**config.mk**
```make
export PLATFORM = sky130hd
export DESIGN_NAME = alu4_seq_flat
export DESIGN_NICKNAME = d
export VERILOG_FILES = /design/src/rtl/alu4_seq_if.sv /design/src/rtl/alu4_seq.sv /design/src/flat_wrapper.sv
export SDC_FILE = /design/constraint.sdc
export NUM_CORES = 1
export LEC_CHECK = 0
export ABC_AREA = 1
export ABC_CLOCK_PERIOD_IN_PS = 1400
export CAP_MARGIN = 20
export CELL_PAD_IN_SITES_DETAIL_PLACEMENT = 1
export CELL_PAD_IN_SITES_GLOBAL_PLACEMENT = 2
export CORE_MARGIN = 4
export CORE_UTILIZATION = 25
export CTS_CLUSTER_SIZE = 12
export DETAILED_ROUTE_END_ITERATION = 10
export DONT_BUFFER_PORTS = 1
export PLACE_DENSITY = 0.69
export SYNTH_ARGS = -nofsm -noshare
export SYNTH_HDL_FRONTEND = slang
export SYNTH_SLANG_ARGS = --single-unit
```
**constraint.sdc**
```tcl
create_clock -name clk -period 1.4 [get_ports clk]
set_clock_uncertainty 0.1 [all_clocks]
set_input_delay 0.35 -clock clk [delete_from_list [all_inputs] [get_ports clk]]
set_output_delay 0.35 -clock clk [all_outputs]
set_load 0.005 [all_outputs]
```
**src/rtl/alu4_seq_if.sv**
```systemverilog
// Command/response handshake bundle for the alu4_seq command sequencer.
// ALU_SEQ_ACC_EN adds the cmd_use_acc command bit.
interface alu4_seq_if;
    logic       cmd_valid;
    logic       cmd_ready;
    logic [3:0] cmd_a;
    logic [3:0] cmd_b;
    logic [2:0] cmd_op;
`ifdef ALU_SEQ_ACC_EN
    logic       cmd_use_acc;
`endif
    logic       rsp_valid;
    logic       rsp_ready;
    logic [3:0] rsp_result;
    logic [3:0] rsp_flags;

`ifdef ALU_SEQ_ACC_EN
    modport master (
        output cmd_valid, cmd_a, cmd_b, cmd_op, cmd_use_acc, rsp_ready,
        input  cmd_ready, rsp_valid, rsp_result, rsp_flags
    );
    modport slave (
        input  cmd_valid, cmd_a, cmd_b, cmd_op, cmd_use_acc, rsp_ready,
        output cmd_ready, rsp_valid, rsp_result, rsp_flags
    );
`else
    modport master (
        output cmd_valid, cmd_a, cmd_b, cmd_op, rsp_ready,
        input  cmd_ready, rsp_valid, rsp_result, rsp_flags
    );
    modport slave (
        input  cmd_valid, cmd_a, cmd_b, cmd_op, rsp_ready,
        output cmd_ready, rsp_valid, rsp_result, rsp_flags
    );
`endif
endinterface

```
**src/rtl/alu4_seq.sv**
```systemverilog
// Sequencer driving a combinational alu4: accept command, hold operands SETTLE cycles, capture, respond.
// Optional accumulator operand source enabled by defining ALU_SEQ_ACC_EN.
module alu4_seq #(
    parameter int SETTLE = 1,
    parameter int CNT_W  = 8
) (
    input  logic             clk,
    input  logic             reset_n,
    alu4_seq_if.slave        bus,
    output logic [3:0]       o_alu_a,
    output logic [3:0]       o_alu_b,
    output logic [2:0]       o_alu_op,
    input  logic [3:0]       i_alu_result,
    input  logic             i_alu_c,
    input  logic             i_alu_n,
    input  logic             i_alu_z,
    input  logic             i_alu_v,
    output logic [3:0]       o_sticky_flags,
    input  logic             i_clr_sticky,
    output logic [CNT_W-1:0] o_op_count,
    output logic             o_busy
);
    localparam logic [1:0] S_IDLE = 2'd0;
    localparam logic [1:0] S_EXEC = 2'd1;
    localparam logic [1:0] S_RESP = 2'd2;
    localparam logic [3:0] WAIT_LOAD = 4'(SETTLE - 1);

    logic [1:0] r_state;
    logic [3:0] r_wait_cnt;
    logic [3:0] r_rsp_result;
    logic [3:0] r_rsp_flags;
    logic       w_accept;
    logic       w_capture;
    logic       w_release;
    logic [3:0] w_flags;
    logic [3:0] w_next_a;

    assign w_flags   = {i_alu_c, i_alu_n, i_alu_z, i_alu_v};
    assign w_accept  = (r_state == S_IDLE) && bus.cmd_valid;
    assign w_capture = (r_state == S_EXEC) && (r_wait_cnt == 4'd0);
    assign w_release = (r_state == S_RESP) && bus.rsp_ready;

    assign bus.cmd_ready  = (r_state == S_IDLE);
    assign bus.rsp_valid  = (r_state == S_RESP);
    assign bus.rsp_result = r_rsp_result;
    assign bus.rsp_flags  = r_rsp_flags;
    assign o_busy         = (r_state != S_IDLE);

`ifdef ALU_SEQ_ACC_EN
    logic [3:0] r_acc;

    assign w_next_a = bus.cmd_use_acc ? r_acc : bus.cmd_a;

    always_ff @(posedge clk) begin
        if (!reset_n) begin
            r_acc <= 4'd0;
        end else if (w_capture) begin
            r_acc <= i_alu_result;
        end
    end
`else
    assign w_next_a = bus.cmd_a;
`endif

    always_ff @(posedge clk) begin
        if (!reset_n) begin
            r_state      <= S_IDLE;
            r_wait_cnt   <= 4'd0;
            o_alu_a      <= 4'd0;
            o_alu_b      <= 4'd0;
            o_alu_op     <= 3'd0;
            r_rsp_result <= 4'd0;
            r_rsp_flags  <= 4'd0;
            o_op_count   <= '0;
        end else begin
            case (r_state)
                S_IDLE: begin
                    if (w_accept) begin
                        o_alu_a    <= w_next_a;
                        o_alu_b    <= bus.cmd_b;
                        o_alu_op   <= bus.cmd_op;
                        r_wait_cnt <= WAIT_LOAD;
                        r_state    <= S_EXEC;
                    end
                end
                S_EXEC: begin
                    if (w_capture) begin
                        r_rsp_result <= i_alu_result;
                        r_rsp_flags  <= w_flags;
                        o_op_count   <= o_op_count + CNT_W'(1);
                        r_state      <= S_RESP;
                    end else begin
                        r_wait_cnt <= r_wait_cnt - 4'd1;
                    end
                end
                S_RESP: begin
                    if (w_release) begin
                        r_state <= S_IDLE;
                    end
                end
                default: r_state <= S_IDLE;
            endcase
        end
    end

    // A clear coinciding with a capture discards the old history but keeps the new flags.
    always_ff @(posedge clk) begin
        if (!reset_n) begin
            o_sticky_flags <= 4'd0;
        end else if (w_capture) begin
            o_sticky_flags <= (i_clr_sticky ? 4'd0 : o_sticky_flags) | w_flags;
        end else if (i_clr_sticky) begin
            o_sticky_flags <= 4'd0;
        end
    end
endmodule

```
**src/flat_wrapper.sv**
```systemverilog
// flat-port wrapper written by rule: the top's interface ports become plain ports
module alu4_seq_flat 
#(
    parameter int SETTLE = 1,
    parameter int CNT_W  = 8
)
  (clk, reset_n, o_alu_a, o_alu_b, o_alu_op, i_alu_result, i_alu_c, i_alu_n, i_alu_z, i_alu_v, o_sticky_flags, i_clr_sticky, o_op_count, o_busy, bus_cmd_valid, bus_cmd_a, bus_cmd_b, bus_cmd_op, bus_rsp_ready, bus_cmd_ready, bus_rsp_valid, bus_rsp_result, bus_rsp_flags);
  alu4_seq_if bus_i ();
  input  logic clk;
  input  logic reset_n;
  output logic [3:0] o_alu_a;
  output logic [3:0] o_alu_b;
  output logic [2:0] o_alu_op;
  input  logic [3:0] i_alu_result;
  input  logic i_alu_c;
  input  logic i_alu_n;
  input  logic i_alu_z;
  input  logic i_alu_v;
  output logic [3:0] o_sticky_flags;
  input  logic i_clr_sticky;
  output logic [CNT_W-1:0] o_op_count;
  output logic o_busy;
  input wire logic [$bits(bus_i.cmd_valid)-1:0] bus_cmd_valid;
  input wire logic [$bits(bus_i.cmd_a)-1:0] bus_cmd_a;
  input wire logic [$bits(bus_i.cmd_b)-1:0] bus_cmd_b;
  input wire logic [$bits(bus_i.cmd_op)-1:0] bus_cmd_op;
  input wire logic [$bits(bus_i.rsp_ready)-1:0] bus_rsp_ready;
  output wire logic [$bits(bus_i.cmd_ready)-1:0] bus_cmd_ready;
  output wire logic [$bits(bus_i.rsp_valid)-1:0] bus_rsp_valid;
  output wire logic [$bits(bus_i.rsp_result)-1:0] bus_rsp_result;
  output wire logic [$bits(bus_i.rsp_flags)-1:0] bus_rsp_flags;
  assign bus_i.cmd_valid = bus_cmd_valid;
  assign bus_i.cmd_a = bus_cmd_a;
  assign bus_i.cmd_b = bus_cmd_b;
  assign bus_i.cmd_op = bus_cmd_op;
  assign bus_i.rsp_ready = bus_rsp_ready;
  assign bus_cmd_ready = bus_i.cmd_ready;
  assign bus_rsp_valid = bus_i.rsp_valid;
  assign bus_rsp_result = bus_i.rsp_result;
  assign bus_rsp_flags = bus_i.rsp_flags;
  alu4_seq #(.SETTLE(SETTLE), .CNT_W(CNT_W)) u_core (.clk(clk), .reset_n(reset_n), .bus(bus_i), .o_alu_a(o_alu_a), .o_alu_b(o_alu_b), .o_alu_op(o_alu_op), .i_alu_result(i_alu_result), .i_alu_c(i_alu_c), .i_alu_n(i_alu_n), .i_alu_z(i_alu_z), .i_alu_v(i_alu_v), .o_sticky_flags(o_sticky_flags), .i_clr_sticky(i_clr_sticky), .o_op_count(o_op_count), .o_busy(o_busy));
endmodule
```
==> impl_metrics.csv, run 1 <==
group,metric,value,unit
power_and_ir_drop,p_switching,755,µW
final_layout,utilization,0.335,
routing,drcViolationCount,0,
worst_setup_path,path_buf_inv,2,
cts,path_clk_slew,0.07,ns
cts,numCtsBuffers,5,
cts,clock-root-buffer,"clkbuf_8",
flow_run,cap_violations,0,
final_layout,area_delta_synth_final,30.9,%
worst_setup_path,crit_type,"reg -> out",
yosys,ys_seq_elements,37,
grt,antenna_found_initial,0,
worst_setup_path,crit_fanout,2,
worst_setup_path,crit_required,0.95,ns
worst_setup_path,endpoint_kind,"output pin",
grt,grt.met1_usage,0.114,
place,io_buffer_count,0,
final_layout,final_common_cell,"nor2_1",
grt,grt_pass1_vias,1311,
yosys,netlist.area_leader.share,0.488,
yosys,synthesis.nets,222,
sta,tightest_slew,0.345,ns
sta,finalWorstPathRequiredPeriod,1.36,ns
yosys,yosys_warnings,0,
power_and_ir_drop,leakage,0.851,nW
cts,clock_latency,0.28,ns
worst_setup_path,crit_family,"flip-flops",
grt,use_met3,0.0480,
power_and_ir_drop,peakVddDrop,0.000401,V
final_layout,diodes,0,
yosys,seq_area_frac_synth,0.488,
power_and_ir_drop,p_comb_frac,0.242,
sta,maxSlewHeadroom,0.769,
grt,overflow,0,
routing,dr.pass1.iters,2,
cts,cts_tree,"built",
routing,vias_per_cell,4.40,
die,ios,58,
worst_setup_path,crit_path_top_delay_cell,"dfxtp_4",
power_and_ir_drop,seqPwrFrac,0.488,
yosys,yosys.area.top_type,"dfxtp_1",
final_layout,finalInstanceArea,0.00198,mm²
yosys,synth_area_leaders,"dfxtp_1 (49%), nor2_1 (11%), nand2_1 (7.9%), o21ai_0 (4.3%), a21oi_1 (4.0%)",
final_layout,nets,254,
die,die_y,85.9,µm
routing,drt-wirelength-per-cell,13.5,µm
sta,hold_slack,0.0814,ns
die,die_x,85.9,µm
die,core-area,0.00592,mm²
worst_setup_path,arrival,0.91,ns
yosys,ys_types,23,
grt,grt_pass1_wl,6220,µm
yosys,avgSynthCellArea,7.74,µm²
die,rows,28,
sta,fmax,734,MHz
sta,period_share,0.973,
grt,grt_use_total,0.110,
die,dieArea,0.00738,mm²
sta,hold_violations,0,
grt,gr-usage-met2,0.191,
hold_path,hold_class,"in -> reg",
cts,clkSinkCount,37,
worst_setup_path,path_cells,"nor2_4, buf_6, inv_2",
routing,vias,1330,
power_and_ir_drop,power.density,1280,mW/mm²
grt,grt-busiest-layer,"met2",
power_and_ir_drop,internal-power,1.78,mW
sta,maxSlewViolCount,0,
final_layout,layout-drive-gt1-share,0.295,
sta,setup_viol,0,
place,dpl.hpwl,2940,µm
grt,grt_max_degree,25,
yosys,syn_inst,196,
routing,ant_nets,0,
yosys,syn_area,0.00152,mm²
power_and_ir_drop,clkPwrFrac,0.270,
cts,htree_levels,2,
worst_setup_path,critPathMaxStageDelay,0.35,ns
routing,finalWirelength,4070,µm
place,gp_congestion,0.677,
routing,drt_iter0_markers,20,
sta,grt_setup_unrepaired,"yes",
place,place_area,0.00175,mm²
die,start_util,0.256,
worst_setup_path,startpoint_type,"flip-flop",
power_and_ir_drop,netSwitchingFraction,0.297,
sta,setup-tns-final,0,ns
status,outcome,"complete, no violations",
final_layout,final_cell_mix,"nor2_1 (43), nand2_1 (32), dfxtp_1 (32)",
cts,cts_buffer_depth,2,
[cell families after synthesis]
| logic type | Yosys count | synth area share |
|---|---|---|
| AOI/OAI and AO/OA | 36 | 0.134 |
| xor gates and xnor gates | 1 | 0.00578 |
| adders and majority gates | 2 | 0.0165 |
| buffers and inverters | 23 | 0.0742 |
| DFF | 37 | 0.488 |
| and+or+nand+nor | 97 | 0.281 |
[cells in the mapped netlist]
library cell,number
or2_1,1
clkbuf_2,1
buf_2,1
nand2_2,4
clkbuf_1,2
o21ai_1,5
ha_1,2
nor3_1,2
xnor2_1,1
nor2_1,44
o21ai_0,13
buf_12,1
nand2_4,2
a21oi_1,12
nor2_8,1
inv_2,1
a21oi_2,6
nor2_2,2
nand2_1,32
dfxtp_1,37
inv_1,15
buf_4,2
nand3_1,9
[registers in the layout (all words and copies together), names as in the netlist]
| name | count |
|---|---|
| u_core.o_op_count | 8 |
| u_core.r_state | 2 |
| u_core.o_alu_a | 4 |
| u_core.o_alu_op | 3 |
| u_core.r_wait_cnt | 4 |
| u_core.bus.rsp_flags | 4 |
| u_core.o_alu_b | 4 |
| u_core.o_sticky_flags | 4 |
| u_core.bus.rsp_result | 4 |
[final cells by class]
type,count,area [µm²]
repair buffers,32,288
well taps,75,93.8
fillers,722,3940
flip-flops and latches,37,749
inverters,16,60.1
clock buffers,5,68.8
multi-input cells,136,719
clock inverters,1,5.00
[layer usage]
metal	share of wire	vias up
met3	0.068	6
met5	0	-
li1	-	681
met4	0.018	0
met1	0.38	614
met2	0.53	29
[stage by stage]
stage / power [mW] / std cells / worst slack [ns]
after floorplan: 1.58 / 196 / 0.0743
after global placement: 1.73 / 288 / 0.0489
after detailed placement: 1.74 / 288 / -0.0200
after CTS: 2.48 / 297 / -0.00115
after global routing: 2.70 / 302 / -0.0283
final: 2.54 / 302 / 0.0375
[worst paths after layout]
kind,cells after the start,slack (ns),startpoint,to
setup / recovery,3,0.04,u_core.r_state[0],o_busy
hold / removal,2,0.08,reset_n,u_core.r_wait_cnt[0]
setup reg to reg,8,0.04,u_core.r_wait_cnt[0],u_core.o_op_count[2]
hold reg to reg,2,0.38,u_core.bus.rsp_flags[2],u_core.bus.rsp_flags[2]
[power by group through the flow]
stage	Combinational, mW	Sequential, mW	Clock [mW]
after global routing	0.687	1.25	0.762
after global placement	0.474	1.26	0
after floorplan	0.332	1.24	0
after CTS	0.512	1.24	0.729
final	0.614	1.24	0.685
after detailed placement	0.483	1.26	0
[what timing repair did]
| action | 4_1_cts | 5_1_grt |
|---|---|---|
| buffers inserted | 3 | 6 |
| endpoints found under the setup margin | 9 | 33 |
| gates cloned | 0 | 0 |
| pin swaps | 1 | 6 |
| hold buffers | 0 | 0 |
| gates resized for setup | 5 | 24 |
No activity file was read; power rests on OpenSTA's default activity.
==> inputs of run 2 (changes only) <==
--- a/config.mk
+++ b/config.mk
@@ -7,10 +7,10 @@
 export LEC_CHECK = 0
 export ABC_AREA = 1
 export ABC_CLOCK_PERIOD_IN_PS = 1400
-export CAP_MARGIN = 20
+export CAP_MARGIN = 0
 export CELL_PAD_IN_SITES_DETAIL_PLACEMENT = 1
 export CELL_PAD_IN_SITES_GLOBAL_PLACEMENT = 2
-export CORE_MARGIN = 4
+export CORE_MARGIN = 2
 export CORE_UTILIZATION = 25
 export CTS_CLUSTER_SIZE = 12
 export DETAILED_ROUTE_END_ITERATION = 10
==> run 2 against run 1 <==
Compared with the run above:
- sequential share of layout area is 1.9 points higher
- non-clock buffer count fell by 11
- clock power is 5.4% higher
- largest cell class unchanged
- die area down 9.1%
- utilization shrank 1.6 points
- combinational power down 14%
==> impl_metrics.csv, run 2 (synthesis results as in run 1) <==
group,metric,value,unit
final_layout,area_delta_synth_final,23.9,%
die,die_y,81.9,µm
place,io_buffer_count,0,
die,start_util,0.258,
die,ios,58,
final_layout,largest_register,"u_core.o_op_count",
cts,clock-root-buffer,"clkbuf_8",
place,dpl.hpwl,2800,µm
die,rows,28,
sta,finalWorstPathRequiredPeriod,1.34,ns
cts,htree_levels,2,
sta,setup-tns-final,0,ns
worst_setup_path,crit-reg2reg-launch,"u_core.r_wait_cnt[0]",
flow_run,cap_violations,0,
grt,use_met3,0.0516,
place,gp_congestion,0.701,
final_layout,nFillCells,718,
worst_setup_path,crit_type,"reg -> out",
final_layout,diodes,0,
sta,setup_ws,0.0587,ns
status,outcome,"complete, no violations",
grt,overflow,0,
routing,drcViolationCount,0,
routing,dr.pass1.iters,4,
worst_setup_path,arrival,0.89,ns
die,dieArea,0.00671,mm²
sta,setup_viol,0,
cts,clock_latency,0.29,ns
die,die_x,81.9,µm
place,place_area,0.00170,mm²
final_layout,largest_reg_flops,8,
final_layout,nets,244,
worst_setup_path,startpoint,"u_core.r_state[0]",
worst_setup_path,r2r_slack,0.09,ns
routing,drt_iter0_markers,30,
power_and_ir_drop,peakVddDrop,0.000338,V
grt,grt_pass1_vias,1337,
worst_setup_path,rr_worst_depth,6,
power_and_ir_drop,leakage,0.781,nW
grt,antenna_found_initial,0,
hold_path,hold_class,"in -> reg",
routing,drt-wirelength-per-cell,13.4,µm
power_and_ir_drop,power.density,1330,mW/mm²
worst_setup_path,crit_required,0.95,ns
final_layout,final_cell_mix,"nor2_1 (41), dfxtp_1 (35), nand2_1 (31)",
cts,cts_tree,"built",
sta,tightest_slew,0.224,ns
hold_path,hold_start,"reset_n",
grt,grt_pass1_wl,6310,µm
grt,grt.met1_usage,0.133,
cts,clkSinkCount,37,
sta,fmax,746,MHz
grt,grt_max_degree,25,
sta,hold_violations,0,
grt,gr-usage-met2,0.215,
worst_setup_path,endpoint_kind,"output pin",
cts,path_clk_slew,0.07,ns
routing,vias,1312,
sta,period_share,0.958,
final_layout,layout-drive-gt1-share,0.260,
grt,grt-busiest-layer,"met2",
worst_setup_path,rr_endpoint,"u_core.r_wait_cnt[1]",
sta,maxSlewHeadroom,0.849,
routing,vias_per_cell,4.46,
cts,numCtsBuffers,5,
cts,cts_buffer_depth,2,
worst_setup_path,crit_fanout,3,
power_and_ir_drop,finalPower,2.49,mW
die,core-area,0.00589,mm²
cts,ctsHoldBuffers,0,
sta,maxSlewViolCount,0,
hold_path,holdPathStages,2,
routing,finalWirelength,3950,µm
final_layout,final_common_cell,"nor2_1",
place,place_ws,-0.0317,ns
final_layout,utilization,0.319,
hold_path,holdPathEnd,"u_core.o_op_count[3]",
worst_setup_path,startpoint_type,"flip-flop",
final_layout,finalInstanceArea,0.00188,mm²
grt,grt_use_total,0.124,
routing,ant_nets,0,
-- run 2: how the worst max path moves through the flow --
stage	depth (start not counted)	to
after global routing	8	u_core.o_op_count[7]
after detailed placement	7	u_core.o_op_count[4]
after floorplan	6	u_core.r_wait_cnt[1]
after global placement	8	u_core.r_wait_cnt[1]
final	3	o_busy
after CTS	3	o_busy
-- run 2: power breakdown --
part	total (mW)	leakage (nW)	internal [mW]	switching [mW]
clock network	0.722	0.0450	0.345	0.376
logic	0.530	0.433	0.224	0.305
registers	1.24	0.304	1.16	0.0845
total	2.49	0.781	1.73	0.766
-- run 2: final cells by class --
class / count / area (µm²) / share of cell area
flip-flops and latches: 37 / 746 / 0.397
clock buffers: 6 / 72.6 / 0.0386
repair buffers: 21 / 165 / 0.0879
well taps: 75 / 93.8 / 0.0499
clock inverters: 2 / 10.0 / 0.00533
inverters: 16 / 60.1 / 0.0320
multi-input cells: 137 / 732 / 0.389
-- run 2: worst max-delay path, cell delays in order, from the launching register on --
cell and delay [ns]:
dfxtp_4 0.37, nor2_4 0.09, buf_6 0.10, inv_1 0.04
-- run 2: what timing repair did --
| action | 4_1_cts | 5_1_grt |
|---|---|---|
| setup endpoints to repair | 8 | 24 |
| gates resized for setup | 3 | 17 |
| pin swaps | 1 | 4 |
| cloned | 0 | 1 |
| setup buffers | 2 | 0 |
-- run 2: layer usage --
layer,vias to the layer above,share of wire
met5,-,0
met4,0,0.0099
li1,664,-
met2,37,0.48
met3,4,0.079
met1,607,0.44
-- run 2: stage by stage --
step                      hold slack (ns)  instances
after floorplan                     0.326        196
after detailed placement            0.383        283
after CTS                          0.0672        293
after global placement              0.376        283
after global routing               0.0736        294
final                              0.0863        294
==> inputs of run 3 (changes only) <==
--- a/config.mk
+++ b/config.mk
@@ -6,7 +6,7 @@
 export NUM_CORES = 1
 export LEC_CHECK = 0
 export ABC_AREA = 1
-export ABC_CLOCK_PERIOD_IN_PS = 1400
+export ABC_CLOCK_PERIOD_IN_PS = 1130
 export CAP_MARGIN = 0
 export CELL_PAD_IN_SITES_DETAIL_PLACEMENT = 1
 export CELL_PAD_IN_SITES_GLOBAL_PLACEMENT = 2
==> constraint.sdc (replaced) <==
create_clock -name clk -period 1.13 [get_ports clk]
set_clock_uncertainty 0.1 [all_clocks]
set_input_delay 0.2825 -clock clk [delete_from_list [all_inputs] [get_ports clk]]
set_output_delay 0.2825 -clock clk [all_outputs]
set_load 0.005 [all_outputs]
==> run 3 against run 2 <==
Compared with the run above:
- the run now ends with setup timing left
- count of clock-buffer cells in the layout stayed put
- worst hold slack worse by 0.069 ns
- cell count is 5.4% higher
- critical path depth stayed put
- combinational power is 77% higher
- cell area is 24% higher
- setup slack worse by 0.22 ns
- first-iteration DRC count is 47% lower
- global-route usage is 0.73 points higher
- power is 46% higher
- via count is 5.9% higher
- die area stayed put
- critical path type unchanged
- largest cell class is now multi-input gates
- largest power group unchanged
==> impl_metrics.csv, run 3 (synthesis results as in run 1) <==
group,metric,value,unit
status,outcome,"finished, violations left",
status,violations,"setup timing",
die,die_y,81.9,µm
final_layout,regArea,764,µm²
power_and_ir_drop,power.density,1560,mW/mm²
worst_setup_path,r2r_slack,-0.16,ns
power_and_ir_drop,netSwitchingFraction,0.294,
worst_setup_path,endpoint_kind,"output pin",
grt,antenna_found_initial,0,
place,gp_congestion,0.779,
final_layout,nets,260,
die,die_x,81.9,µm
final_layout,area_delta_synth_final,53.8,%
sta,hold_slack,0.0175,ns
place,place_ws,-0.182,ns
worst_setup_path,crit-reg2reg-launch,"u_core.r_wait_cnt[0]",
worst_setup_path,rr_worst_depth,8,
sta,period_share,1.15,
place,io_buffer_count,0,
cts,path_clk_slew,0.08,ns
cts,htree_levels,2,
final_layout,largest_register,"u_core.o_op_count",
worst_setup_path,path_buf_inv,2,
routing,finalWirelength,4210,µm
routing,dr.pass1.iters,3,
final_layout,multi_input_area,878,µm²
sta,fmax,772,MHz
power_and_ir_drop,peakVddDrop,0.000633,V
cts,clock-root-buffer,"clkbuf_8",
sta,tightest_slew,0.615,ns
power_and_ir_drop,clkPwrFrac,0.316,
die,start_util,0.258,
grt,grt_pass1_wl,6650,µm
final_layout,layout-drive-gt1-share,0.481,
worst_setup_path,rr_endpoint,"u_core.o_op_count[2]",
worst_setup_path,crit_fanout,2,
grt,overflow,0,
sta,setup-tns-final,-3.68,ns
flow_run,cap_violations,0,
sta,hold_violations,0,
routing,drcViolationCount,0,
final_layout,utilization,0.396,
power_and_ir_drop,seqPwrFrac,0.426,
final_layout,nFillCells,710,
power_and_ir_drop,finalPower,3.64,mW
power_and_ir_drop,internal-power,2.57,mW
power_and_ir_drop,p_switching,1.07,mW
place,place_inst,295,
die,core-area,0.00589,mm²
worst_setup_path,crit_required,0.75,ns
cts,clkSinkCount,37,
final_layout,diodes,0,
routing,vias_per_cell,4.48,
place,place_area,0.00189,mm²
power_and_ir_drop,p_comb_frac,0.258,
sta,grt_setup_unrepaired,"yes",
sta,setup_ws,-0.165,ns
sta,maxSlewViolCount,0,
sta,maxSlewHeadroom,0.590,
cts,numCtsBuffers,5,
cts,clock_latency,0.29,ns
hold_path,hold_start,"reset_n",
die,rows,28,
routing,drt-wirelength-per-cell,13.6,µm
power_and_ir_drop,leakage,0.978,nW
die,ios,58,
die,dieArea,0.00671,mm²
routing,ant_nets,0,
final_layout,final_common_cell,"nor2_1",
hold_path,holdPathStages,2,
cts,cts_tree,"built",
sta,setup_viol,45,
hold_path,holdPathEnd,"u_core.o_op_count[6]",
place,dpl.hpwl,3010,µm
cts,cts_buffer_depth,2,
final_layout,final_cell_count_no_fill,310,
worst_setup_path,startpoint_type,"flip-flop",
worst_setup_path,crit_path_top_delay_cell,"dfxtp_2",
worst_setup_path,critPathMaxStageDelay,0.36,ns
sta,finalWorstPathRequiredPeriod,1.30,ns
grt,grt_max_degree,16,
routing,vias,1389,
worst_setup_path,crit_family,"flip-flops",
grt,grt_pass1_vias,1397,
final_layout,largest_reg_flops,8,
hold_path,hold_class,"in -> reg",
grt,grt_use_total,0.131,
worst_setup_path,arrival,0.91,ns
final_layout,finalInstanceArea,0.00233,mm²
worst_setup_path,path_cells,"inv_2, buf_4, nor2_4",
worst_setup_path,crit_type,"reg -> out",
final_layout,final_cell_mix,"nor2_1 (37), nand2_1 (27), dfxtp_1 (26)",
routing,drt_iter0_markers,16,
[run 3: changes by cell type in the layout (fill, tap and decap cells not counted), sizes merged]
cell          delta
buf             +14
dlygate4sd3      +2
nor2             -1
clkinv           -1
dlymetal6s4s     +1
bufinv           +1
[run 3: layout make-up]
| class | instances | share of cell area |
|---|---|---|
| inverter | 16 | 0.0290 |
| clock buffer | 6 | 0.0311 |
| timing repair buffer | 38 | 0.179 |
| tap | 75 | 0.0402 |
| sequential | 37 | 0.328 |
| clock inverter | 2 | 0.0166 |
| multi-input combinational | 136 | 0.377 |
[run 3: worst max path at each step]
stage,from,end,slack [ns],cells after the start
floorplan,u_core.r_wait_cnt[1],u_core.o_op_count[4],-0.08,7
global placement,u_core.r_wait_cnt[0],u_core.o_op_count[6],-0.14,8
detailed placement,u_core.r_wait_cnt[0],u_core.bus.rsp_flags[2],-0.18,7
CTS,u_core.r_state[1],bus_rsp_valid,-0.18,3
global route,u_core.r_wait_cnt[0],u_core.o_op_count[3],-0.23,8
finish,u_core.r_state[1],bus_rsp_valid,-0.17,3
[run 3: repair_timing]
| item | CTS | global route |
|---|---|---|
| endpoints found under the hold margin | 10 | 3 |
| gates cloned | 1 | 0 |
| endpoints found under the setup margin | 47 | 47 |
| buffers inserted | 3 | 0 |
| resized for setup | 67 | 11 |
| pin swaps | 8 | 1 |
| hold buffers | 1 | 2 |
[run 3: metal layers]
metal	wire length [µm]	track usage	part of all wire
met1	1820	0.153	0.43
met2	2100	0.229	0.50
met3	248	0.0341	0.059
met4	41	0.0500	0.0097
met5	0	0	0
[run 3: power groups by stage]
| stage | registers [mW] | clock network (mW) | logic [mW] |
|---|---|---|---|
| 2_1_floorplan | 1.55 | 0 | 0.481 |
| 3_3_place_gp | 1.57 | 0 | 0.718 |
| 3_5_place_dp | 1.57 | 0 | 0.738 |
| 4_1_cts | 1.56 | 1.20 | 0.923 |
| 5_1_grt | 1.57 | 1.27 | 1.04 |
| 6_report | 1.55 | 1.15 | 0.939 |
